===== src/rtl/char_r.sv =====
// Serial character receiver: idle-high line, 1 start bit, 8 data bits MSB first, 1 stop bit.
// Emits each good character with a one-cycle valid pulse; a low stop bit raises a one-cycle frame error.
module char_r #(
    parameter int CLKS_PER_BIT = 1
) (
    input  logic       i_clk,
    input  logic       i_rst,
    input  logic       i_rx,
    output logic [7:0] o_char,
    output logic       o_valid,
    output logic       o_frame_err,
    output logic       o_busy
);

    localparam int DATA_W = 8;
    localparam int IDX_W  = $clog2(DATA_W);
    localparam int CNT_W  = $clog2(CLKS_PER_BIT) + 1;
    localparam int HALF   = (CLKS_PER_BIT - 1) / 2;

    localparam logic [CNT_W-1:0] CNT_ZERO = '0;
    localparam logic [CNT_W-1:0] CNT_ONE  = CNT_W'(1);
    localparam logic [CNT_W-1:0] CNT_HALF = CNT_W'(HALF);
    localparam logic [CNT_W-1:0] CNT_LAST = CNT_W'(CLKS_PER_BIT - 1);
    localparam logic [IDX_W-1:0] IDX_LAST = IDX_W'(DATA_W - 1);

    typedef enum logic [2:0] {
        S_WAIT_IDLE,
        S_IDLE,
        S_START,
        S_DATA,
        S_STOP
    } state_t;

    state_t              state_q, state_d;
    logic [CNT_W-1:0]    cnt_q, cnt_d;
    logic [IDX_W-1:0]    idx_q, idx_d;
    logic [DATA_W-1:0]   shift_q, shift_d;
    logic [DATA_W-1:0]   char_q, char_d;
    logic                valid_q, valid_d;
    logic                err_q, err_d;

    always_ff @(posedge i_clk) begin
        if (i_rst) begin
            state_q <= S_WAIT_IDLE;
            cnt_q   <= CNT_ZERO;
            idx_q   <= '0;
            char_q  <= '0;
            valid_q <= 1'b0;
            err_q   <= 1'b0;
        end else begin
            state_q <= state_d;
            cnt_q   <= cnt_d;
            idx_q   <= idx_d;
            char_q  <= char_d;
            valid_q <= valid_d;
            err_q   <= err_d;
        end
    end

    // The shift register is pure data; a stale value is never exposed without a full frame.
    always_ff @(posedge i_clk) begin
        shift_q <= shift_d;
    end

    always_comb begin
        state_d = state_q;
        cnt_d   = cnt_q;
        idx_d   = idx_q;
        shift_d = shift_q;
        char_d  = char_q;
        valid_d = 1'b0;
        err_d   = 1'b0;

        case (state_q)
            S_WAIT_IDLE: begin
                if (i_rx) begin
                    state_d = S_IDLE;
                end
            end

            S_IDLE: begin
                if (!i_rx) begin
                    idx_d = '0;
                    if (CNT_HALF == CNT_ZERO) begin
                        state_d = S_DATA;
                        cnt_d   = CNT_ZERO;
                    end else begin
                        state_d = S_START;
                        cnt_d   = CNT_ONE;
                    end
                end
            end

            S_START: begin
                // Mid-bit recheck rejects short low glitches on the idle line.
                if (cnt_q == CNT_HALF) begin
                    if (i_rx) begin
                        state_d = S_IDLE;
                    end else begin
                        state_d = S_DATA;
                        cnt_d   = CNT_ZERO;
                    end
                end else begin
                    cnt_d = cnt_q + CNT_ONE;
                end
            end

            S_DATA: begin
                if (cnt_q == CNT_LAST) begin
                    cnt_d   = CNT_ZERO;
                    shift_d = {shift_q[DATA_W-2:0], i_rx};
                    if (idx_q == IDX_LAST) begin
                        state_d = S_STOP;
                    end else begin
                        idx_d = idx_q + IDX_W'(1);
                    end
                end else begin
                    cnt_d = cnt_q + CNT_ONE;
                end
            end

            S_STOP: begin
                if (cnt_q == CNT_LAST) begin
                    cnt_d = CNT_ZERO;
                    if (i_rx) begin
                        char_d  = shift_q;
                        valid_d = 1'b1;
                        state_d = S_IDLE;
                    end else begin
                        // A low stop bit may be a stuck line; wait for idle before re-arming.
                        err_d   = 1'b1;
                        state_d = S_WAIT_IDLE;
                    end
                end else begin
                    cnt_d = cnt_q + CNT_ONE;
                end
            end

            default: begin
                state_d = S_WAIT_IDLE;
                cnt_d   = CNT_ZERO;
            end
        endcase
    end

    assign o_char      = char_q;
    assign o_valid     = valid_q;
    assign o_frame_err = err_q;
    assign o_busy      = (state_q == S_START) || (state_q == S_DATA) || (state_q == S_STOP);

endmodule


===== config.mk =====
export PLATFORM = sky130hd
export DESIGN_NAME = char_r
export DESIGN_NICKNAME = d
export VERILOG_FILES = /design/src/rtl/char_r.sv
export SDC_FILE = /design/constraint.sdc
export NUM_CORES = 1
export LEC_CHECK = 0
export ABC_AREA = 1
export CORE_ASPECT_RATIO = 0.9
export CORE_UTILIZATION = 46
export DETAILED_ROUTE_END_ITERATION = 8
export PLACE_DENSITY = 0.72
export SYNTH_ARGS = -nofsm -noshare
export SYNTH_HDL_FRONTEND = slang
export SYNTH_SLANG_ARGS = --single-unit

===== constraint.sdc =====
create_clock -name i_clk -period 1.1 [get_ports i_clk]
set_input_delay 0.11 -clock i_clk [delete_from_list [all_inputs] [get_ports i_clk]]
set_output_delay 0.11 -clock i_clk [all_outputs]
set_load 0.01 [all_outputs]

==> Word level (Yosys, flattened, before mapping) <==
Index checks and enable logic that the tools add are counted.
{ "word_totals": {"regBits": 25, "out_inout_bits": 11, "rom_bits": 0, "latch_bits": 0, "in_bits": 3, "ramBits": 0, "mem_count": 0} }
{ "classes": {"n_mux": 18, "n_reduce_logical": 11, "n_div": 0, "n_lt_le_gt_ge": 0, "n_mul": 0, "eq_ne": 12, "add_sub_neg": 2, "bitwise_logic": 3, "shift": 0} }
{ "ops": {"columns": ["op", "count"], "rows": [
  ["2-to-1 mux 3 bit", 9],
  ["case mux 3 bit (5 select lines)", 1],
  ["inequality test 2 bit, second input constant", 7],
  ["== test 3 x 2 -> 1 bit, second input constant", 2],
  ["== test 3 bit, second input constant", 2],
  ["case mux 3 bit (2 select lines)", 1],
  ["AND reduction 6 bit", 1],
  ["OR reduction 3 bit", 2],
  ["2-to-1 mux 1 bit", 5],
  ["AND reduction 2 bit", 2],
  ["AND reduction 4 bit", 1],
  ["adder 3 x 1 -> 3 bit, second input constant", 1],
  ["== test 3 x 1 -> 1 bit, second input constant", 1],
  ["logical NOT 3 bit", 1],
  ["inverter 1 bit", 3],
  ["case mux 1 bit (3 select lines)", 1],
  ["AND reduction 3 bit", 1],
  ["logical OR 1 bit", 2],
  ["2-to-1 mux 2 bit", 1],
  ["nonzero test 2 bit", 1],
  ["adder 1 bit, second input constant", 1]
]} }

==> Depth between registers and ports, before layout <==
Gate-level depths: netlist of the first run.
{ "logic_depth": {"ltp_word": 4, "mapped_depth": 7} }

==> Worst setup path after synthesis of the first run <==
No wires, ideal clock.
{ "synth_path": {"kind": "register to register", "start": "register state_q[0]", "end": "register idx_q[0]", "n_path_buf": 0, "stages_incl_launch_ff": 7, "required_time_ns": 1.036, "t_arrival_ns": 1.127, "path_slack_ns": -0.090, "period_less_slack_ns": 1.190, "setup_ns": 0.064, "cell_sequence": "dfxtp_1 nand2_2 nor2_2 nand2_2 nand3_1 nand2_1 nor2_1"} }
{ "synth_via": {"elab_chain_cells": 3, "word_cells_on_any_way": 8} }
{ "synth_rtl": {"columns": ["item", "line", "source"], "rows": [
  ["start: declaration", "34", "state_t state_q, state_d;"],
  ["start signal: assignment", "51", "state_q <= state_d;"],
  ["== test 3 x 2 -> 1 bit or == test 3 x 1 -> 1 bit (tied branches)", "74", "case (state_q)"],
  ["inequality test 2 bit (no line) or nonzero test 2 bit (tied branches)", null, null],
  ["AND reduction 4 bit (no line)", null, null],
  ["end signal: assignment", "53", "idx_q <= idx_d;"],
  ["end: declaration", "36", "logic [IDX_W-1:0] idx_q, idx_d;"]
]} }
Parallel ways exist; a longest one is shown, timed or not.
A chain may end at the register's enable or synchronous reset.

==> Worst setup path in the final report of the first run <==
{ "layout_path": {"start": "register state_q[0]", "end": "output o_busy"} }
{ "layout_via": {"elab_chain_cells": 3, "word_cells_on_any_way": 5} }
{ "layout_rtl": {"columns": ["item", "line", "source"], "rows": [
  ["== test 3 x 2 -> 1 bit", "149", "assign o_busy = (state_q == S_START) || (state_q == S_DATA) || (state_q == S_STOP);"],
  ["logical OR 1 bit", "149", null],
  ["logical OR 1 bit (*)", "149", null],
  ["end: declaration", "12", "output logic o_busy"]
]} }
Mark *: on every way between the ends. The rest lies on a longest branch, timed or not.

==> impl_results.md, run 1 <==
- Post-route standard cell area excluding fillers: 1380 sq um
- Area of the mapped netlist: 960 sq um
- Number of clock sinks seen by CTS: 24
- Final critical delay including setup and external delays: 1190 ps
- Final-report hold violation count: 0
- PwrDens: 1390 nW/um^2
- Synth cell types: 17
- Unrepaired setup endpoints after global routing: yes
- Gate count after technology mapping: 106
- Wire length after detailed routing: 1.96 mm
- Worst path required time: 990 ps
- Final setup violating endpoints: 22
- Placeable core region: 1930 sq um
- Global-route wire length before repair: 3.26 mm
- TritonCTS clock tree: built
- Half-perimeter wire length after placement: 1.34 mm
- Largest area contributor in the netlist: sky130_fd_sc_hd__dfxtp_1
- Cell types with the largest area share after synthesis: sky130_fd_sc_hd__dfxtp_1, sky130_fd_sc_hd__edfxtp_1, sky130_fd_sc_hd__inv_1
- Standby leakage power: 0.604 nW
- Top-Level Pins: 14
- Power spent charging and discharging nets: 0.450 mW
- Gate power share: 0.154
- Hold-fix buffers, CTS: 0
- Post-synthesis sequential element count: 24
- Sequential cell fraction of total power: 0.516
- Post-detailed-route count of antenna-violating nets: 0
- CP Max Fanout: 2
- Horizontal extent of the die: 50.1 microns
- Number of warnings printed during yosys synthesis: 0
- Element type at the critical path end: output pin
- Top library cells by usage in the layout, fill and taps aside: sky130_fd_sc_hd__nor2_1, sky130_fd_sc_hd__buf_4, sky130_fd_sc_hd__inv_1
- Int Power: 1.47 mW
- Share of the clock period used by the worst path after layout: 1.08
- Count of routing violations after the opening detailed-route iteration: 20
- Actual transition at the worst max-transition pin: 216 ps
- Number of buffers between clock root and the deepest sink: 2
- Portion of the post-synthesis area used by sequential elements: 0.584
- Largest net degree at the start of global routing: 16
- Synthesized area per cell: 9.05 sq um
- Max VDD drop: 1.67 mV
- Sw Ratio: 0.235
- Vias in the first global route: 778
- Routed via count divided by cell count: 4.89
- Root buf cell: sky130_fd_sc_hd__clkbuf_4
- Violated checks: setup timing
- Run status: complete, but fails checks
- Crit Path Class: reg2out
- Layout area overhead: 43.5%
- Clock-pin slew of the registers on the worst-case setup and hold paths: 140 ps
- Proportion of power drawn by the clock network: 0.330
- Number of pins exceeding their max-slew limit in the final report: 0
- Fraction of layout instances using a drive strength above 1: 0.305
- Min-delay worst type: reg2reg
- Relative max-transition margin: 0.855
- Count of vias placed by the detailed router: 812
- Total design power: 1.92 mW
- Number of buffers added by the clock tree synthesis step: 3
- Port bufs: 13
- Die ar.: 2270 sq um
- Leftover overflow at the end of global routing: 0
- Placer's final routability congestion estimate: 0.800
- Initial antenna violation count: 0
- First-pass iteration count of the detailed router: 4
- Endpoint arrival time on the critical path: 1080 ps
- Global routing usage summed across all routing layers: 0.201
- Number of standard-cell rows in the floorplan: 15
- DRC violation count after routing: 0
- Synth top area share: 0.334
- Placed Instance Area: 1270 sq um
- Clock insertion delay at the later pin of the skew report: 310 ps
- Maximum clock skew at final layout: 6.43 ps
- Most common library cell in the layout ignoring fill and taps: sky130_fd_sc_hd__nor2_1
- Maximum operating frequency: 841 MHz
- Syn_nets: 111
- Floorplan die height: 45.3 microns
- Max H-tree Level: 1
- Initial Utilization: 0.496
- Worst-case setup margin in the final layout: -89.7 ps
- Number of max-capacitance violations reported: 0
- Post-layout net count: 147
- WL per Instance: 11.8 microns
- Total inserted antenna cells: 0
- Critical Path Start Type: register
[power groups by stage]
stage | registers (mW) | clock network (mW) | logic, mW
final | 0.990 | 0.633 | 0.295
after global routing | 0.994 | 0.666 | 0.329
after CTS | 0.990 | 0.643 | 0.292
after detailed placement | 0.997 | 0 | 0.262
after global placement | 0.995 | 0 | 0.251
after floorplan | 1.00 | 0 | 0.139
[metrics by stage]
step	utilization	cells	hold slack, ps	TNS [ps]	setup WS (ps)
floorplan	-	106	182	0	9.90
global placement	0.657	160	424	-2530	-191
detailed placement	0.657	160	435	-2970	-215
CTS	0.709	165	448	-1000	-118
global route	0.713	166	475	-2240	-135
finish	0.713	166	447	-913	-89.7
[worst max-delay path, stage by stage (launching register included)]
cell and delay [ps]:
sky130_fd_sc_hd__dfxtp_2 350, sky130_fd_sc_hd__nor2_2 120, sky130_fd_sc_hd__nand2_1 80, sky130_fd_sc_hd__o21ai_1 80, sky130_fd_sc_hd__buf_2 150
[registers in the layout, indices dropped and copies added (netlist names)]
| signal | cells |
|---|---|
| o_valid | 1 |
| o_char | 8 |
| o_frame_err | 1 |
| shift_q | 8 |
| idx_q | 3 |
| state_q | 3 |
[cells by family after synthesis]
group	Yosys count	synth area share
flip-flops	24	0.584
adder cells (fa/ha/maj)	2	0.0261
AO/OA/AOI/OAI	18	0.0978
buffers and inverters	20	0.0873
AND/OR/NAND/NOR	42	0.205
[Yosys cell counts]
| library cell | instances |
|---|---|
| sky130_fd_sc_hd__inv_1 | 18 |
| sky130_fd_sc_hd__nor2_1 | 18 |
| sky130_fd_sc_hd__dfxtp_1 | 16 |
| sky130_fd_sc_hd__a21oi_1 | 9 |
| sky130_fd_sc_hd__edfxtp_1 | 8 |
| sky130_fd_sc_hd__o21ai_0 | 8 |
| sky130_fd_sc_hd__nand2_1 | 7 |
| sky130_fd_sc_hd__nand3_1 | 7 |
| sky130_fd_sc_hd__ha_1 | 2 |
| sky130_fd_sc_hd__nand2_2 | 2 |
| sky130_fd_sc_hd__nand3_2 | 2 |
| sky130_fd_sc_hd__nand4_1 | 2 |
| sky130_fd_sc_hd__nor2_2 | 2 |
| sky130_fd_sc_hd__nor3_1 | 2 |
| sky130_fd_sc_hd__buf_2 | 1 |
| sky130_fd_sc_hd__buf_6 | 1 |
| sky130_fd_sc_hd__o21ai_2 | 1 |
[layer usage]
metal | wire, microns | share of wire | GRT usage | up-vias
met5 | 0 | 0 | 0 | -
met4 | 44 | 0.022 | 0.0514 | 0
met3 | 69 | 0.035 | 0.0606 | 7
met2 | 993 | 0.51 | 0.373 | 20
met1 | 850 | 0.43 | 0.225 | 370
li1 | - | - | - | 415
[path summary, 6_finish.rpt]
kind,start,end,slack [ps],cells after the start
worst max-delay path,state_q[0],o_busy,-90,4
worst max register to register,state_q[1],shift_q[5],-70,4
worst min register to register,o_char[3],o_char[3],450,2
worst min-delay path,o_char[3],o_char[3],450,2
[what timing repair did]
action	4_1_cts	5_1_grt
endpoints found under the setup margin	33	23
gates resized for setup	30	2
pin swaps	1	1
gates cloned	0	0
buffers inserted	1	1
[final cells by class]
class / count / area [sq um]
clock buffer: 3 / 22.5
clock inverter: 1 / 30.0
fill: 146 / 556
inverter: 18 / 67.6
multi-input combinational: 62 / 368
sequential: 24 / 567
tap: 25 / 31.3
timing repair buffer: 33 / 292
Power figures use the tool's default switching activity.
==> run 2: changes to the inputs <==
--- a/config.mk
+++ b/config.mk
@@ -9,6 +9,7 @@
 export CORE_ASPECT_RATIO = 0.9
 export CORE_UTILIZATION = 46
 export DETAILED_ROUTE_END_ITERATION = 8
+export GPL_ROUTABILITY_DRIVEN = 0
 export PLACE_DENSITY = 0.72
 export SYNTH_ARGS = -nofsm -noshare
 export SYNTH_HDL_FRONTEND = slang
==> results of run 2 <==
The final DEF is identical to that of run 1; final timing and power are the same.
==> run 3: changes to the inputs <==
==> constraint.sdc (replaced) <==
create_clock -name i_clk -period 1 [get_ports i_clk]
set_input_delay 0.1 -clock i_clk [delete_from_list [all_inputs] [get_ports i_clk]]
set_output_delay 0.1 -clock i_clk [all_outputs]
set_load 0.01 [all_outputs]
==> impl_results.md, run 3 (synthesis gave the netlist of run 1 again) <==
- Max VDD drop: 1.59 mV (was 1.67 mV)
- # fillers: 122 (was 146)
- Endpoint arrival time on the critical path: 1110 ps (was 1080 ps)
- Number of max-capacitance violations reported: 0 (unchanged)
- Die ar.: 2270 sq um (unchanged)
- Standby leakage power: 0.623 nW (was 0.604 nW)
- Sequential cell fraction of total power: 0.486 (was 0.516)
- Vias in the first global route: 787 (was 778)
- Slowest library cell on the worst path: sky130_fd_sc_hd__dfxtp_4 (was sky130_fd_sc_hd__dfxtp_2)
- Unrepaired setup endpoints after global routing: yes (unchanged)
- Count of routing violations after the opening detailed-route iteration: 18 (was 20)
- Post-detailed-route count of antenna-violating nets: 0 (unchanged)
- Actual transition at the worst max-transition pin: 476 ps (was 216 ps)
- Share of the clock period used by the worst path after layout: 1.21
- Sequence of cells on the critical path: nor2_4 -> nand2_2 -> o21ai_1 -> buf_2 (was nor2_2 -> nand2_1 -> o21ai_1 -> buf_2)
- Sw Ratio: 0.267 (was 0.235)
- Run status: complete, but fails checks (unchanged)
- Layout area overhead: 55.9% (was 43.5%)
- Top-Level Pins: 14 (unchanged)
- Placeable core region: 1930 sq um (unchanged)
- Reg2Reg Setup Slack: -200 ps (was -70 ps)
- Horizontal extent of the die: 50.1 microns (unchanged)
- Gate power share: 0.190 (was 0.154)
- Crit Path Class: reg2out (unchanged)
- Post-layout net count: 148 (was 147)
- Clock-pin slew of the registers on the worst-case setup and hold paths: 140 ps (about the same)
- Placement-stage worst setup slack: -323 ps (was -215 ps)
- TritonCTS clock tree: built (unchanged)
- Initial Utilization: 0.496 (unchanged)
- Port bufs: 13 (unchanged)
- Count of vias placed by the detailed router: 849 (was 812)
- DRC violation count after routing: 0 (unchanged)
- Proportion of power drawn by the clock network: 0.324 (was 0.330)
- Element type at the critical path end: output pin (unchanged)
- Violated checks: setup timing (unchanged)
- Final-report hold violation count: 0 (unchanged)
- Number of buffers added by the clock tree synthesis step: 3 (unchanged)
- Final setup violating endpoints: 24 (was 22)
- WL per Instance: 14.7 microns (was 11.8 microns)
- Number of pins exceeding their max-slew limit in the final report: 0 (unchanged)
- Hold-fix buffers, CTS: 0 (unchanged)
- Relative max-transition margin: 0.682 (was 0.855)
- Worst path required time: 900 ps (was 990 ps)
- Number of standard-cell rows in the floorplan: 15 (unchanged)
- Global-route wire length before repair: 3.64 mm (was 3.26 mm)
- Clock insertion delay at the later pin of the skew report: 330 ps (was 310 ps)
- Most common library cell in the layout ignoring fill and taps: sky130_fd_sc_hd__inv_1 (was sky130_fd_sc_hd__nor2_1)
- Top library cells by usage in the layout, fill and taps aside: sky130_fd_sc_hd__inv_1, sky130_fd_sc_hd__nor2_1, sky130_fd_sc_hd__buf_4 (was sky130_fd_sc_hd__nor2_1, sky130_fd_sc_hd__buf_4, sky130_fd_sc_hd__inv_1)
- Routed via count divided by cell count: 5.08 (was 4.89)
- Fraction of layout instances using a drive strength above 1: 0.592 (was 0.305)
- Number of clock sinks seen by CTS: 24 (unchanged)
- Total inserted antenna cells: 0 (unchanged)
- PwrDens: 1510 nW/um^2 (was 1390 nW/um^2)
- Initial antenna violation count: 0 (unchanged)
- Power spent charging and discharging nets: 0.602 mW (was 0.450 mW)
- Global routing usage summed across all routing layers: 0.226 (was 0.201)
- First-pass iteration count of the detailed router: 4 (unchanged)
- Int Power: 1.66 mW (was 1.47 mW)
- Leftover overflow at the end of global routing: 0 (unchanged)
- Root buf cell: sky130_fd_sc_hd__clkbuf_4 (unchanged)
- Critical Path Start Type: register (unchanged)
- Number of buffers between clock root and the deepest sink: 2 (unchanged)
- Worst-case setup margin in the final layout: -211 ps (was -89.7 ps)
- Min-delay worst type: in2reg (was reg2reg)
- Floorplan die height: 45.3 microns (unchanged)
- Largest net degree at the start of global routing: 15 (was 16)
- Final critical delay including setup and external delays: 1210 ps
- Maximum clock skew at final layout: 2.07 ps (was 6.43 ps)
- Fin Setup TNS: -3650 ps (was -913 ps)
- Half-perimeter wire length after placement: 1.39 mm (was 1.34 mm)
- Max H-tree Level: 1 (unchanged)
- CP max stage delay: 380 ps (was 350 ps)
- Maximum operating frequency: 826 MHz
- CP Max Fanout: 2 (unchanged)
- Wire length after detailed routing: 2.45 mm (was 1.96 mm)
-- run 3: metal layers --
layer | up-vias | global-route usage | share of wire
met3 | 5 | 0.0774 | 0.033
met1 | 406 | 0.254 | 0.42
met5 | - | 0 | 0
met2 | 13 | 0.408 | 0.54
met4 | 0 | 0.0629 | 0.0094
li1 | 425 | - | -
-- run 3: final timing paths --
path,from,to,depth (start not counted)
worst max register to register,state_q[0],o_char[5],6
worst max-delay path,state_q[0],o_busy,4
worst min register to register,o_char[5],o_char[5],2
worst min-delay path,i_rx,shift_q[0],1
-- run 3: worst max-delay path, delay by kind of cell, from the launching register on --
kind	cells	cell delay [ps]
compound gates	1	80
flops	1	380
simple gates	2	190
buf+inv	1	140
-- run 3: area by class of cell --
type                       count  area (sq um)  share of cell area
clock inverter                 1          30.0              0.0201
sequential                    24           583               0.390
tap                           25          31.3              0.0209
timing repair buffer          31           231               0.155
inverter                      18          70.1              0.0468
multi-input combinational     65           528               0.353
clock buffer                   3          22.5              0.0151
-- run 3: metrics by stage --
step                hold WS, ps  cell area [sq um]   util  instances  total power, mW
floorplan                   172               1040      -        106             1.30
global placement            425               1300  0.673        157             1.42
detailed placement          433               1300  0.673        157             1.44
CTS                         383               1460  0.753        167             2.21
global route                385               1500  0.774        167             2.35
finish                      385               1500  0.774        167             2.26
-- run 3: power by group through the flow --
stage / Sequential (mW) / Clock, mW / Combinational [mW]
2_1_floorplan: 1.12 / 0 / 0.183
3_5_place_dp: 1.12 / 0 / 0.323
3_3_place_gp: 1.11 / 0 / 0.312
5_1_grt: 1.10 / 0.774 / 0.469
6_report: 1.10 / 0.731 / 0.429
4_1_cts: 1.10 / 0.733 / 0.382
-- run 3: what timing repair did --
| item | CTS | global route |
|---|---|---|
| pin swaps | 4 | 5 |
| gates cloned | 3 | 0 |
| gates resized for setup | 74 | 22 |
| setup endpoints to repair | 33 | 29 |
| buffers inserted | 3 | 1 |
